[config.mk]
export PLATFORM = sky130hd
export DESIGN_NAME = image_compare_ctrl_flat
export DESIGN_NICKNAME = d
export VERILOG_FILES = /design/src/rtl/image_compare_ctrl_if.sv /design/src/rtl/image_compare_ctrl.sv /design/src/flat_wrapper.sv
export SDC_FILE = /design/constraint.sdc
export NUM_CORES = 1
export LEC_CHECK = 0
export CAP_MARGIN = 30
export CORE_UTILIZATION = 31
export CTS_BUF_LIST = sky130_fd_sc_hd__clkbuf_2
export DETAILED_ROUTE_END_ITERATION = 7
export GPL_ROUTABILITY_DRIVEN = 0
export GPL_TIMING_DRIVEN = 1
export PLACE_DENSITY_LB_ADDON = 0.2
export SYNTH_ARGS = -nofsm -noshare
export SYNTH_HDL_FRONTEND = slang
export SYNTH_SLANG_ARGS = --single-unit
[constraint.sdc]
create_clock -name clk -period 12.8 [get_ports clk]
set_input_delay 3.2 -clock clk [delete_from_list [all_inputs] [get_ports clk]]
set_output_delay 3.2 -clock clk [all_outputs]
set_load 0.05 [all_outputs]
[src/rtl/image_compare_ctrl_if.sv]
// Shared read bus between the compare controller and the two image memories.
// The controller drives the shared address; each memory returns its own pixel.
interface image_compare_ctrl_if #(
   parameter int DATA_W = 12,
   parameter int ADDR_W = 16
);
   logic              mem_rd_en;
   logic [ADDR_W-1:0] mem_addr;
   logic [DATA_W-1:0] mem0_dout;
   logic [DATA_W-1:0] mem1_dout;

   modport master (
      output mem_rd_en,
      output mem_addr,
      input  mem0_dout,
      input  mem1_dout
   );

   modport slave (
      input  mem_rd_en,
      input  mem_addr,
      output mem0_dout,
      output mem1_dout
   );
endinterface

[src/rtl/image_compare_ctrl.sv]
// Raster sweep of two pixel memories with tolerance compare, saturating
// mismatch count and first-mismatch capture.
module image_compare_ctrl #(
   parameter int DATA_W = 12,
   parameter int IMG_W  = 256,
   parameter int IMG_H  = 256,
   parameter int ADDR_W = 16,
   parameter int CNT_W  = 16
) (
   input  logic                clk,
   input  logic                rst,
   input  logic                start,
   input  logic                abort,
   input  logic [DATA_W-1:0]   tol,
   image_compare_ctrl_if.master mem,
   output logic                busy,
   output logic                done,
   output logic                pass,
   output logic [CNT_W-1:0]    mismatch_cnt,
   output logic                first_err_valid,
   output logic [ADDR_W-1:0]   first_err_addr,
   output logic [15:0]         first_err_row,
   output logic [15:0]         first_err_col
);

   localparam logic [ADDR_W-1:0] LAST_ADDR = ADDR_W'(IMG_W * IMG_H - 1);
   localparam logic [15:0]       COL_LAST  = 16'(IMG_W - 1);
   localparam logic [CNT_W-1:0]  CNT_MAX   = '1;

   typedef enum logic [1:0] {IDLE, RUN, DRAIN, DONE} state_t;

   state_t            state_q;
   state_t            state_d;
   logic              rd_en;
   logic [ADDR_W-1:0] addr_q;
   logic [15:0]       row_q;
   logic [15:0]       col_q;
   logic              v_q;
   logic [ADDR_W-1:0] d_addr;
   logic [15:0]       d_row;
   logic [15:0]       d_col;
   logic [DATA_W-1:0] tol_q;
   logic [DATA_W-1:0] diff;
   logic              hit;
   logic [CNT_W-1:0]  cnt_nxt;

   assign mem.mem_rd_en = rd_en;
   assign mem.mem_addr  = addr_q;

   always_comb begin
      state_d = state_q;
      rd_en   = 1'b0;
      busy    = 1'b0;
      done    = 1'b0;
      unique case (state_q)
         IDLE: begin
            if (start) state_d = RUN;
         end
         RUN: begin
            rd_en = 1'b1;
            busy  = 1'b1;
            if (abort) state_d = IDLE;
            else if (addr_q == LAST_ADDR) state_d = DRAIN;
         end
         DRAIN: begin
            busy = 1'b1;
            if (abort) state_d = IDLE;
            else state_d = DONE;
         end
         DONE: begin
            done    = 1'b1;
            state_d = IDLE;
         end
         default: state_d = IDLE;
      endcase
   end

   // Compare-then-subtract keeps |a-b| exact without a sign bit.
   always_comb begin
      if (mem.mem0_dout > mem.mem1_dout) diff = mem.mem0_dout - mem.mem1_dout;
      else diff = mem.mem1_dout - mem.mem0_dout;
      hit     = v_q & ~abort & (diff > tol_q);
      cnt_nxt = mismatch_cnt;
      if (hit && mismatch_cnt != CNT_MAX) cnt_nxt = mismatch_cnt + 1'b1;
   end

   always_ff @(posedge clk) begin
      if (rst) state_q <= IDLE;
      else state_q <= state_d;
   end

   always_ff @(posedge clk) begin
      if (rst) begin
         addr_q          <= '0;
         row_q           <= '0;
         col_q           <= '0;
         v_q             <= 1'b0;
         d_addr          <= '0;
         d_row           <= '0;
         d_col           <= '0;
         tol_q           <= '0;
         pass            <= 1'b0;
         mismatch_cnt    <= '0;
         first_err_valid <= 1'b0;
         first_err_addr  <= '0;
         first_err_row   <= '0;
         first_err_col   <= '0;
      end else begin
         // Abort drops the read issued this cycle so it is never compared.
         v_q    <= rd_en & ~abort;
         d_addr <= addr_q;
         d_row  <= row_q;
         d_col  <= col_q;

         mismatch_cnt <= cnt_nxt;
         if (hit && !first_err_valid) begin
            first_err_valid <= 1'b1;
            first_err_addr  <= d_addr;
            first_err_row   <= d_row;
            first_err_col   <= d_col;
         end

         if (state_q == IDLE && start) begin
            tol_q           <= tol;
            addr_q          <= '0;
            row_q           <= '0;
            col_q           <= '0;
            pass            <= 1'b0;
            mismatch_cnt    <= '0;
            first_err_valid <= 1'b0;
            first_err_addr  <= '0;
            first_err_row   <= '0;
            first_err_col   <= '0;
         end

         if (state_q == RUN && !abort && addr_q != LAST_ADDR) begin
            addr_q <= addr_q + 1'b1;
            if (col_q == COL_LAST) begin
               col_q <= '0;
               row_q <= row_q + 1'b1;
            end else begin
               col_q <= col_q + 1'b1;
            end
         end

         if (state_q == DRAIN && !abort) pass <= (cnt_nxt == '0);
      end
   end

endmodule

[src/flat_wrapper.sv]
// flat-port wrapper written by rule: the top's interface ports become plain ports
module image_compare_ctrl_flat 
#(
   parameter int DATA_W = 12,
   parameter int IMG_W  = 256,
   parameter int IMG_H  = 256,
   parameter int ADDR_W = 16,
   parameter int CNT_W  = 16
)
  (clk, rst, start, abort, tol, busy, done, pass, mismatch_cnt, first_err_valid, first_err_addr, first_err_row, first_err_col, mem_mem_rd_en, mem_mem_addr, mem_mem0_dout, mem_mem1_dout);
  image_compare_ctrl_if #(.DATA_W(DATA_W), .ADDR_W(ADDR_W)) mem_i ();
  input  logic clk;
  input  logic rst;
  input  logic start;
  input  logic abort;
  input  logic [DATA_W-1:0] tol;
  output logic busy;
  output logic done;
  output logic pass;
  output logic [CNT_W-1:0] mismatch_cnt;
  output logic first_err_valid;
  output logic [ADDR_W-1:0] first_err_addr;
  output logic [15:0] first_err_row;
  output logic [15:0] first_err_col;
  output wire logic [$bits(mem_i.mem_rd_en)-1:0] mem_mem_rd_en;
  output wire logic [$bits(mem_i.mem_addr)-1:0] mem_mem_addr;
  input wire logic [$bits(mem_i.mem0_dout)-1:0] mem_mem0_dout;
  input wire logic [$bits(mem_i.mem1_dout)-1:0] mem_mem1_dout;
  assign mem_mem_rd_en = mem_i.mem_rd_en;
  assign mem_mem_addr = mem_i.mem_addr;
  assign mem_i.mem0_dout = mem_mem0_dout;
  assign mem_i.mem1_dout = mem_mem1_dout;
  image_compare_ctrl #(.DATA_W(DATA_W), .IMG_W(IMG_W), .IMG_H(IMG_H), .ADDR_W(ADDR_W), .CNT_W(CNT_W)) u_core (.clk(clk), .rst(rst), .start(start), .abort(abort), .tol(tol), .mem(mem_i), .busy(busy), .done(done), .pass(pass), .mismatch_cnt(mismatch_cnt), .first_err_valid(first_err_valid), .first_err_addr(first_err_addr), .first_err_row(first_err_row), .first_err_col(first_err_col));
endmodule
==> results.toml, run 1 <==
[synthesis]
synth_seq_cells = 177
syn_avg_cell_area_um2 = 8.259
syn_area_mm2 = 0.008284
async_reset_ff_frac = 0
synth-warning-count = 0
synth_ff_type = "dfxtp_1"
yosysTopAreaCell = "dfxtp_1"
synth-seq-area-share = 0.4277
syn_inst = 1003
synth_nets = 1089
synthTopCellsByCount = "177 x dfxtp_1, 169 x nand2_1, 106 x a21oi_1, 68 x nor2_1, 57 x o21ai_0"
synth_top_area_share = 0.4277
yosysUniqueCellTypes = 63
synthTopCellsByArea = "dfxtp_1 43%, nand2_1 7.7%, ha_1 6.6%"
synth_enable_flop_cells = 0
yosysMostFrequentCell = "dfxtp_1"

[global_routing]
grt-ovfl-total = 0
antenna_found_initial = 1
grt_max_degree = 85
grt_pass1_vias = 6523
grt_usage = 0.1560
grt_pass1_wl_mm = 33.57

[placed_design]
placed_cells = 1422
io_buffers = 124
hpwl_mm = 14.76
dp_slack_ns = 4.294

[power]
power_frac_seq = 0.561
pwr-share-comb = 0.153
power-per-cell-area_mw_per_mm2 = 99.45
swShare = 0.2927
vdd_drop_max_uv = 45.04
clkPwrFrac = 0.286
intPower_mw = 0.7077
p_leak_nw = 3.601
p_sw_mw = 0.2928

[sta]
hold_slack_ns = 0.4503
finalSetupTns_ns = 0
maxSlewHeadroom = 0.3678
fin_crit_sh = 0.6020
skew_ns = 0.04801
finalMaxSlewViolations = 0
fmax_mhz = 129.8
min_period_ns = 7.706
setup_viol = 0
rsz0062_at_grt = "no"
tightest_slew_ns = 0.9483
setup_slack_ns = 5.094
final-hold-violation-count = 0

[finish]
areaGrowthSynthToFinish_pct = 21.45
post-route-util = 0.3850
finalNonFillerCells = 1455
fillers = 2707
drive_above_1_share = 0.05362
layout.nets = 1192

[clock_network]
cts_inserted_buffers = 17
cts_resized = 0
cts_tree = "done"
insertion_delay_ns = 0.75
cts.clk_slew.worst_paths_ns = 0.28
cts_setup_buffers = 0
cts_hold_buf = 0
clock_sinks = 177
cts-root-buf = "clkbuf_2"
cts.path.max_buffers = 2
cts_htree_levels = 4

[min_path]
hold_depth = 2
whs_endpoint = "u_core.first_err_row[14]"
worstHoldPathType = "reg2reg"
hp-start = "u_core.d_row[14]"

[setup_path]
cp_cell_sequence = "clkdlybuf4s50_1 -> inv_1 -> fa_1 -> a21o_1 -> a211o_1 -> o211ai_1 -> a21oi_1 -> a31oi_4 -> mux2_2 -> o21ai_1 -> xor2_1 -> ha_1 -> and4_1 -> a221oi_2 -> a21o_1 -> o21ai_0 -> a2111oi_4 -> o221ai_2 -> o21ai_1"
crit_arrival_ns = 8.43
start_kind = "primary input"
worstReg2RegStart = "u_core.mem.mem_addr[0]"
cp_slowest_stage_delay_ns = 0.55
worstPathMaxFanout = 17
worst_setup_path_end_kind = "flop"
r2r-end = "u_core.row_q[13]"
critPathTopFamily = "compound AO/OA/AOI/OAI gates"
r2r_cells = 8
path_buf_inv = 2
reg2reg_slack_ns = 9.39
critPathSlowestCell = "clkdlybuf4s50_1"
setup.worst_path.class = "in2reg"
worstPathRequired_ns = 13.52

[status]
violations = "DRC"
outcome = "complete, but fails checks"

[routing]
drc_errors = 20
dr_total_vias = 7009
routed_wl_mm = 20.66
first_pass_iters = 6
wl_per_cell_um = 14.20
drt_iter0_markers = 414
ant_nets = 0
vias_per_cell = 4.817

[floorplan]
start_util = 0.3170
core_area_mm2 = 0.02613
die_y_um = 165.5
die_x_um = 165.5
fp.dieArea_mm2 = 0.02738
io_pins = 125
rows = 59

[run]
maxCapViolCount = 0
state kept, by name, summed over array words and instances (netlist names):
signal	flops
u_core.col_q	16
u_core.d_addr	16
u_core.d_col	16
u_core.d_row	16
u_core.first_err_addr	16
u_core.first_err_col	16
u_core.first_err_row	16
u_core.mem.mem_addr	16
u_core.mismatch_cnt	16
u_core.row_q	16
u_core.tol_q	12
u_core.state_q	2
u_core.first_err_valid	1
u_core.pass	1
u_core.v_q	1
power by group through the flow:
stage | registers [mW] | clock network [mW] | logic, mW
detailed placement | 0.572 | 0 | 0.154
finish | 0.562 | 0.286 | 0.153
floorplan | 0.572 | 0 | 0.105
global placement | 0.572 | 0 | 0.152
CTS | 0.562 | 0.298 | 0.154
global route | 0.563 | 0.323 | 0.171
worst reg2reg max path, cell delays in order, from the launching register on:
cell and delay [ns]:
dfxtp_1 0.54, ha_1 0.27, nand3_1 0.14, or2_1 0.31
o21ai_2 0.60, nand2b_1 0.62, nor2_1 0.30, nor2_1 0.40
a311oi_1 0.08
layout by cell type (no fill, tap or decap), drive strengths merged, types with 7 or more instances in the layout:
master         instances
a21o                   8
a21oi                106
a31oi                  9
and3                  20
buf                    7
clkbuf                19
clkdlybuf4s50        123
dfxtp                177
ha                    44
inv                   54
nand2                169
nand3                 35
nand3b                 7
nand4                 14
nor2                  68
nor2b                 51
nor3                  11
nor4                   8
o21ai                 60
o31ai                 10
xnor2                 20
xor2                  13
logic make-up after synthesis:
logic type	synth area share
simple gates	0.2456
compound gates	0.1636
flops	0.4277
buf+inv	0.04742
fa+ha+maj	0.07129
xor+xnor	0.03489
mux	0.009515
final cells by class:
cell class / count / area [µm²] / area share
diodes: 1 / 2.502 / 0.0002487
clock buffers: 19 / 95.09 / 0.009452
clock inverters: 13 / 135.1 / 0.01343
inverters: 51 / 191.4 / 0.01903
multi-input cells: 729 / 4360 / 0.4334
flip-flops and latches: 177 / 3543 / 0.3522
well taps: 335 / 419.2 / 0.04166
repair buffers: 130 / 1314 / 0.1306
routing by layer:
metal	share of wire	track usage	up-vias
met4	0.015	0.04752	0
met5	0	0	-
li1	-	-	3639
met3	0.054	0.04021	21
met1	0.50	0.2120	3198
met2	0.43	0.2402	151
metrics by stage:
step                      total power, mW  cell area [µm²]
after global placement             0.7236             9781
after detailed placement           0.7256             9828
after CTS                           1.014            10060
final                               1.001            10060
after floorplan                    0.6776             8284
after global routing                1.057            10060
worst max-delay path by stage:
| stage | slack (ns) | cells past startpoint | to | start |
|---|---|---|---|---|
| CTS | 5.16 | 19 | u_core.pass | mem_mem1_dout[1] |
| global route | 4.73 | 21 | u_core.pass | mem_mem0_dout[0] |
| finish | 5.09 | 19 | u_core.pass | mem_mem1_dout[1] |
| floorplan | 5.53 | 21 | u_core.pass | mem_mem0_dout[0] |
| detailed placement | 4.29 | 19 | u_core.pass | mem_mem1_dout[1] |
| global placement | 4.17 | 20 | u_core.first_err_col[11] | mem_mem1_dout[0] |
No activity file was read; power rests on OpenSTA's default activity.
==> run 2, diff against run 1 <==
clock period = 7.4 ns   (was 12.8 ns; I/O delays follow)
==> results.toml, run 2 (synthesis results as in run 1) <==
[min_path]
hp-start = "u_core.d_row[0]"
hold_depth = 2
worstHoldPathType = "reg2reg"
whs_endpoint = "u_core.first_err_row[0]"

[routing]
first_pass_iters = 6
routed_wl_mm = 20.76
vias_per_cell = 4.833
dr_total_vias = 7037
drc_errors = 20
drt_iter0_markers = 376
ant_nets = 0
wl_per_cell_um = 14.26

[power]
pwr-share-comb = 0.148
power-per-cell-area_mw_per_mm2 = 176.5
clkPwrFrac = 0.306
vdd_drop_max_uv = 63.82
p_total_mw = 1.780
intPower_mw = 1.261
p_sw_mw = 0.5186
p_leak_nw = 3.610
power_frac_seq = 0.546
swShare = 0.2914

[sta]
fmax_mhz = 163.8
fin_crit_sh = 0.8252
maxSlewHeadroom = 0.3652
setup_viol = 0
finalSetupTns_ns = 0
finalMaxSlewViolations = 0
skew_ns = 0.04378
tightest_slew_ns = 0.9517
min_period_ns = 6.106
final-hold-violation-count = 0
rsz0062_at_grt = "no"

[finish]
final_common_cell = "dfxtp_1"
areaGrowthSynthToFinish_pct = 21.72
layout.nets = 1193
drive_above_1_share = 0.05536
final_cell_mix = "177 x dfxtp_1, 168 x nand2_1, 123 x clkdlybuf4s50_1"
fin_area_mm2 = 0.01008
fillers = 2758

[global_routing]
grt_pass1_wl_mm = 33.78
grt_usage = 0.1571
grt_max_degree = 62
grt_pass1_vias = 6532
grt-ovfl-total = 0
antenna_found_initial = 1

[floorplan]
die_y_um = 165.5
start_util = 0.3170
core_area_mm2 = 0.02613
die_x_um = 165.5
rows = 59
fp.dieArea_mm2 = 0.02738
io_pins = 125

[clock_network]
cts.path.max_buffers = 2
insertion_delay_ns = 0.76
cts_setup_buffers = 0
cts_tree = "done"
cts_resized = 0
cts-root-buf = "clkbuf_2"
clock_sinks = 177
cts_hold_buf = 0
cts.clk_slew.worst_paths_ns = 0.24
cts_inserted_buffers = 17
cts_htree_levels = 4

[setup_path]
worstPathRequired_ns = 8.08
reg2reg_slack_ns = 3.98
worstReg2RegStart = "u_core.mem.mem_addr[0]"
r2r_cells = 8
r2r-end = "u_core.row_q[2]"
worstPathMaxFanout = 13
setup.worst_path.class = "in2reg"
worst_setup_path_end_kind = "flop"
start_kind = "primary input"
crit_arrival_ns = 6.78

[placed_design]
hpwl_mm = 14.92
placed_area_mm2 = 0.009816
io_buffers = 124

[status]
violations = "DRC"
outcome = "complete, but fails checks"

[run]
maxCapViolCount = 0
[run 2: cell count changes in the layout (fill, tap and decap cells not counted), sizes merged]
cell      before  now
clkinv         5    2
clkinvlp       3    4
buf            7    8
inv           54   56
bufinv         2    3
clkbuf        19   18
[run 2: through the flow]
stage / cells / setup slack (ns) / hold slack, ns / utilization
2_1_floorplan: 1003 / 1.481 / 0.4174 / -
3_3_place_gp: 1423 / 0.6584 / 0.4214 / 0.3756
3_5_place_dp: 1423 / 0.4877 / 0.4255 / 0.3756
4_1_cts: 1455 / 1.329 / 0.4321 / 0.3858
5_1_grt: 1456 / 0.9637 / 0.4598 / 0.3859
6_report: 1456 / 1.294 / 0.4350 / 0.3859
[run 2: how the worst max path moves through the flow]
stage | from | slack, ns | to
3_3_place_gp | mem_mem1_dout[0] | 0.66 | u_core.first_err_row[3]
3_5_place_dp | mem_mem1_dout[1] | 0.49 | u_core.first_err_addr[15]
5_1_grt | mem_mem1_dout[1] | 0.96 | u_core.pass
6_report | mem_mem1_dout[1] | 1.29 | u_core.pass
4_1_cts | mem_mem1_dout[1] | 1.33 | u_core.first_err_addr[12]
2_1_floorplan | mem_mem0_dout[0] | 1.48 | u_core.pass
[run 2: power groups by stage]
| stage | combinational [mW] | sequential (mW) | clock [mW] |
|---|---|---|---|
| finish | 0.264 | 0.972 | 0.544 |
| global route | 0.299 | 0.975 | 0.616 |
| CTS | 0.268 | 0.972 | 0.568 |
| detailed placement | 0.267 | 0.990 | 0 |
| global placement | 0.263 | 0.989 | 0 |
| floorplan | 0.182 | 0.990 | 0 |
[run 2: routing by layer]
metal / track usage / vias to the layer above / routed length, µm
met4: 0.04339 / 0 / 234
met1: 0.2101 / 3253 / 10210
met3: 0.04396 / 17 / 1140
met2: 0.2456 / 133 / 9178
li1: - / 3634 / -
met5: 0 / - / 0
[run 2: layout make-up]
| cell class | instances | area [µm²] | area share |
|---|---|---|---|
| Inverter | 51 | 191.4 | 0.01899 |
| Multi-Input combinational cell | 729 | 4360 | 0.4324 |
| Clock inverter | 14 | 175.2 | 0.01737 |
| Tap cell | 335 | 419.2 | 0.04157 |
| Timing Repair Buffer | 131 | 1301 | 0.1290 |
| Sequential cell | 177 | 3543 | 0.3514 |
| Clock buffer | 18 | 90.09 | 0.008934 |
| Antenna cell | 1 | 2.502 | 0.0002482 |
[run 2: worst max-delay path, cell delays in order]
cell and delay (ns):
clkdlybuf4s50_1 0.56, inv_1 0.11, fa_1 0.45, a21o_1 0.19
a211o_1 0.29, o211ai_1 0.10, a21oi_1 0.18, a31oi_4 0.30
buf_4 0.24, nand3b_1 0.09, o21ai_0 0.11, xnor2_1 0.15
ha_1 0.27, a21oi_1 0.12, o21ai_0 0.12, a221oi_2 0.36
a21o_1 0.23, buf_4 0.21, o21ai_0 0.17, a2111oi_4 0.40
o221ai_2 0.15, o21ai_1 0.14
